$ cat src/rtl/alu_negator_if.sv
// Handshake bundle for the registered negator stage.
// master: drives the operand side and consumes the result.
// slave:  the negator stage itself.
interface alu_negator_if #(
    parameter int WIDTH = 64
);
    logic             in_valid;
    logic             in_ready;
    logic [WIDTH-1:0] in;
    logic             out_valid;
    logic             out_ready;
    logic [WIDTH-1:0] out;
    logic             ovf;
    logic             zero;

    modport master (
        output in_valid, in, out_ready,
        input  in_ready, out_valid, out, ovf, zero
    );

    modport slave (
        input  in_valid, in, out_ready,
        output in_ready, out_valid, out, ovf, zero
    );
endinterface

$ cat src/rtl/alu_negator.sv
// Registered two's-complement negator: out = ~in + 1 (mod 2^WIDTH).
// Single pipeline stage with valid/ready on both sides, 1 op/cycle.
// Build option: NEGATOR_FLAGS_EN enables the registered ovf/zero flags;
// without it both flags are tied to 0 and no flag state exists.
module alu_negator #(
    parameter int WIDTH = 64
) (
    input  logic          clk,
    input  logic          rst_n,
    alu_negator_if.slave  bus
);
    logic             vld_q;
    logic [WIDTH-1:0] res_q;
    logic             accept;

    // Stage is free when empty or when its result leaves this cycle.
    assign bus.in_ready  = !vld_q || bus.out_ready;
    assign accept        = bus.in_valid && bus.in_ready;
    assign bus.out_valid = vld_q;
    assign bus.out       = res_q;

    // Valid bit: set on accept, cleared on drain without a refill.
    always_ff @(posedge clk or negedge rst_n) begin
        if (!rst_n)
            vld_q <= 1'b0;
        else if (accept)
            vld_q <= 1'b1;
        else if (bus.out_ready)
            vld_q <= 1'b0;
    end

    // Result register: loads only on accept, so idle X on `in` never lands here.
    always_ff @(posedge clk or negedge rst_n) begin
        if (!rst_n)
            res_q <= '0;
        else if (accept)
            res_q <= ~bus.in + WIDTH'(1);
    end

`ifdef NEGATOR_FLAGS_EN
    localparam logic [WIDTH-1:0] MOST_NEG = {1'b1, {(WIDTH-1){1'b0}}};

    logic ovf_q;
    logic zero_q;

    // Flags decoded from the operand itself; -x is 0 only for x=0 and equals
    // x only for 0 and the most-negative value, so no adder output is needed.
    always_ff @(posedge clk or negedge rst_n) begin
        if (!rst_n) begin
            ovf_q  <= 1'b0;
            zero_q <= 1'b0;
        end else if (accept) begin
            ovf_q  <= (bus.in == MOST_NEG);
            zero_q <= (bus.in == '0);
        end
    end

    assign bus.ovf  = ovf_q;
    assign bus.zero = zero_q;
`else
    assign bus.ovf  = 1'b0;
    assign bus.zero = 1'b0;
`endif

endmodule

$ cat src/flat_wrapper.sv
// flat-port wrapper written by rule: the top's interface ports become plain ports
module alu_negator_flat 
#(
    parameter int WIDTH = 64
)
  (clk, rst_n, bus_in_valid, bus_in, bus_out_ready, bus_in_ready, bus_out_valid, bus_out, bus_ovf, bus_zero);
  alu_negator_if #(.WIDTH(WIDTH)) bus_i ();
  input  logic clk;
  input  logic rst_n;
  input wire logic [$bits(bus_i.in_valid)-1:0] bus_in_valid;
  input wire logic [$bits(bus_i.in)-1:0] bus_in;
  input wire logic [$bits(bus_i.out_ready)-1:0] bus_out_ready;
  output wire logic [$bits(bus_i.in_ready)-1:0] bus_in_ready;
  output wire logic [$bits(bus_i.out_valid)-1:0] bus_out_valid;
  output wire logic [$bits(bus_i.out)-1:0] bus_out;
  output wire logic [$bits(bus_i.ovf)-1:0] bus_ovf;
  output wire logic [$bits(bus_i.zero)-1:0] bus_zero;
  assign bus_i.in_valid = bus_in_valid;
  assign bus_i.in = bus_in;
  assign bus_i.out_ready = bus_out_ready;
  assign bus_in_ready = bus_i.in_ready;
  assign bus_out_valid = bus_i.out_valid;
  assign bus_out = bus_i.out;
  assign bus_ovf = bus_i.ovf;
  assign bus_zero = bus_i.zero;
  alu_negator #(.WIDTH(WIDTH)) u_core (.clk(clk), .rst_n(rst_n), .bus(bus_i));
endmodule
$ cat config.mk
export PLATFORM = sky130hd
export DESIGN_NAME = alu_negator_flat
export DESIGN_NICKNAME = d
export VERILOG_FILES = /design/src/rtl/alu_negator_if.sv /design/src/rtl/alu_negator.sv /design/src/flat_wrapper.sv
export SDC_FILE = /design/constraint.sdc
export NUM_CORES = 1
export LEC_CHECK = 0
export CELL_PAD_IN_SITES_DETAIL_PLACEMENT = 1
export CELL_PAD_IN_SITES_GLOBAL_PLACEMENT = 1
export CORE_UTILIZATION = 36
export CTS_CLUSTER_DIAMETER = 120
export DETAILED_ROUTE_END_ITERATION = 10
export GPL_TIMING_DRIVEN = 0
export PLACE_DENSITY = 0.94
export SLEW_MARGIN = 40
export SYNTH_ARGS = -nofsm -noshare
export SYNTH_HDL_FRONTEND = slang
export SYNTH_SLANG_ARGS = --single-unit
$ cat constraint.sdc
create_clock -name clk -period 4.6 [get_ports clk]
set_clock_uncertainty 0.05 [all_clocks]
set_input_delay 0.92 -clock clk [delete_from_list [all_inputs] [get_ports clk]]
set_output_delay 0.92 -clock clk [all_outputs]
set_load 0.01 [all_outputs]
==> flow_summary.ini <==
[route]
postRouteAntennaNets = 0
vias_per_cell = 6.008
drtIter0Drc = 284
drt_pass1_iterations = 4
drc = 0
wl_per_cell_microns = 21.15
wl_met1_mm = 6.184
routed-wl-met3_microns = 932
vias = 4404
top_layer = met4
wl_met2_mm = 7.875
wirelength_mm = 15.50

[pwr]
power_frac_comb_pct = 28.9
ir_worst_vdd_uv = 146.8
p_sw_uw = 515.8
p_seq_share_pct = 42.2
switching_share_pct = 31.07
p_per_area_nw_per_um2 = 293.9
p_clk_share_pct = 29.0
p_leak_nw = 2.170
p_int_mw = 1.144

[clock_tree]
post_cts_buffers = 0
cts_buffers = 9
postCtsHoldBufs = 0
clock_latency_ns = 0.34
clock_path_buffers = 2
post_cts_resized = 0
cts_tree = yes
clkTransAtPathRegs_ns = 0.07
numClockSinks = 65
cts_root_buf = clkbuf_8
htree_levels = 3

[placed_design]
dpl.hpwl_mm = 11.84
finalWeightedCongestion = 0.8123
place_area_sq_um = 5461
port_buffers = 132

[grt]
grt_pass1_wl_mm = 24.76
grt_pass1_vias = 4714
grt_usage_pct = 28.34
grt_max_degree = 44
grt_overflow = 0
antenna_found_initial = 0

[synth]
ys_top_cells_by_area = dfrtp_1 41%, nand2_1 6.4%, xor2_1 4.9%
synth_area_leader_cell = dfrtp_1
synth.distinct_cells = 58
syn_inst = 448
synth_area_sq_um = 3938
yosys_most_used_dff = dfrtp_1
synth_edf_count = 0
avgSynthCellArea_sq_um = 8.789
synthMostInstantiatedCell = nand2_1
ys_top_cells_by_count = 67 x nand2_1, 65 x dfrtp_1, 29 x o21ai_0
async_flop_share_pct = 100.0
ys_seq_area_share_pct = 41.31
netlist.area_leader.share_pct = 41.31
synth.yosys.warnings = 0
synth-seq-cells = 65

[run]
drv_cap = 0

[final_layout]
layout-drive-gt1-share_pct = 5.528
fin_area_sq_um = 5647
area_growth_syn_to_layout_pct = 43.41
utilization_pct = 53.97
fill_cells = 1252
diodes = 0
nets = 662

[worst_setup_path]
ff2ff_path_depth = 7
crit_required_ns = 4.79
critical_path.max_fanout = 7
timing.setup.critical_path_class = in -> reg
arrival_ns = 3.64
startpoint_type = input port
end_kind = flip-flop

[timing]
final_hold_viol_count = 0
min_period_ns = 3.449
max_slew_margin_pct = 43.93
finalSetupViolCount = 0
drv_slew = 0
fmax_mhz = 290.0
min_period_over_period_pct = 74.97
fin_tns_setup_ns = 0
rsz0062_at_grt = false
tightest_slew_ns = 0.8346

[die]
boundaryPins = 136
die_height_microns = 106.6
die_area_sq_um = 11360
die_w_microns = 106.6
start_util_pct = 37.63
core-area_sq_um = 10460
rows = 37

[outcome]
outcome = finished clean

[hold_path]
min_path_type = in -> async
==> power groups by stage <==
| stage | Clock [mW] | Sequential (mW) | Combinational [mW] |
|---|---|---|---|
| floorplan | 0 | 0.735 | 0.130 |
| global placement | 0 | 0.705 | 0.453 |
| detailed placement | 0 | 0.710 | 0.477 |
| CTS | 0.482 | 0.700 | 0.480 |
| global route | 0.508 | 0.708 | 0.514 |
| finish | 0.481 | 0.700 | 0.479 |
==> registers in the layout (all words and copies together), names as in the netlist <==
| register | count |
|---|---|
| u_core.bus.out_valid | 1 |
| u_core.bus.out | 64 |
==> worst max-delay path, stage by stage <==
cell             delay [ns]
clkdlybuf4s50_1        0.51
nor4_2                 0.65
nand3_1                0.35
nor3_1                 0.74
nand4_1                0.19
a31o_1                 0.27
==> cell usage in the layout, fill, tap and decap left out, types with 3 or more instances in the layout <==
cell type,netlist,routed
dfrtp_1,65,65
nand2b_1,6,6
nor4_4,3,4
a211o_1,7,7
buf_1,4,4
nor2_1,27,27
xnor2_1,6,6
o21ai_0,29,29
o31a_1,6,6
o311ai_0,4,4
nand4_1,15,15
and2_1,3,3
clkbuf_1,16,18
or3_1,15,15
nand4b_1,7,7
clkdlybuf4s50_1,0,131
nor4_1,24,24
mux2_2,3,3
nand3_1,17,17
inv_1,7,7
clkbuf_8,0,9
or4_1,3,3
nand2_1,67,67
nor3_1,28,28
xor2_1,22,22
buf_2,3,3
o31ai_1,13,13
and3_1,4,4
clkinv_2,0,3
==> routing by layer <==
layer  vias to the layer above  GRT usage, %
met5                         -             0
met4                         0         12.92
met3                        45         3.891
met2                       221         49.08
met1                      2181         34.89
li1                       1957             -
==> area by class of cell <==
| cell class | instances | area, sq um | area share [%] |
|---|---|---|---|
| multi-input cells | 352 | 2192 | 38.82 |
| flip-flops and latches | 65 | 1627 | 28.81 |
| repair buffers | 133 | 1350 | 23.91 |
| well taps | 136 | 170.2 | 3.014 |
| clock buffers | 11 | 131.4 | 2.327 |
| plain buffers | 25 | 105.1 | 1.861 |
| clock inverters | 4 | 45.04 | 0.7977 |
| inverters | 7 | 26.28 | 0.4653 |
==> stage by stage <==
stage	power, mW	std cells	hold slack, ns	worst slack, ns
2_1_floorplan	0.8643	449	0.4570	1.721
3_3_place_gp	1.158	717	0.4137	0.3057
3_5_place_dp	1.187	718	0.4220	0.7013
4_1_cts	1.663	733	0.3661	1.082
5_1_grt	1.730	733	0.3774	0.9912
6_report	1.660	733	0.3639	1.151
==> final timing paths <==
kind	startpoint	end	slack, ns
min in group clk	u_core.bus.out[43]$_DFFE_PN0P_	u_core.bus.out[43]$_DFFE_PN0P_	0.44
setup / recovery	bus_in[26]	u_core.bus.out[59]$_DFFE_PN0P_	1.15
setup reg to reg	u_core.bus.out_valid$_DFFE_PN0P_	u_core.bus.out[63]$_DFFE_PN0P_	1.96
max in group asynchronous	rst_n	u_core.bus.out[34]$_DFFE_PN0P_	3.63
hold / removal	rst_n	u_core.bus.out[11]$_DFFE_PN0P_	0.36
hold reg to reg	u_core.bus.out[43]$_DFFE_PN0P_	u_core.bus.out[43]$_DFFE_PN0P_	0.44
==> logic make-up after synthesis <==
family | after synthesis | share of synthesized area [%]
AND/OR/NAND/NOR | 235 | 32.79
buffers and inverters | 32 | 3.336
flip-flops | 65 | 41.31
adder cells (fa/ha/maj) | 1 | 0.3177
XOR/XNOR | 28 | 6.228
multiplexers | 4 | 1.112
other | 1 | 0.09524
AO/OA/AOI/OAI | 82 | 14.81
Power figures use the tool's default switching activity.
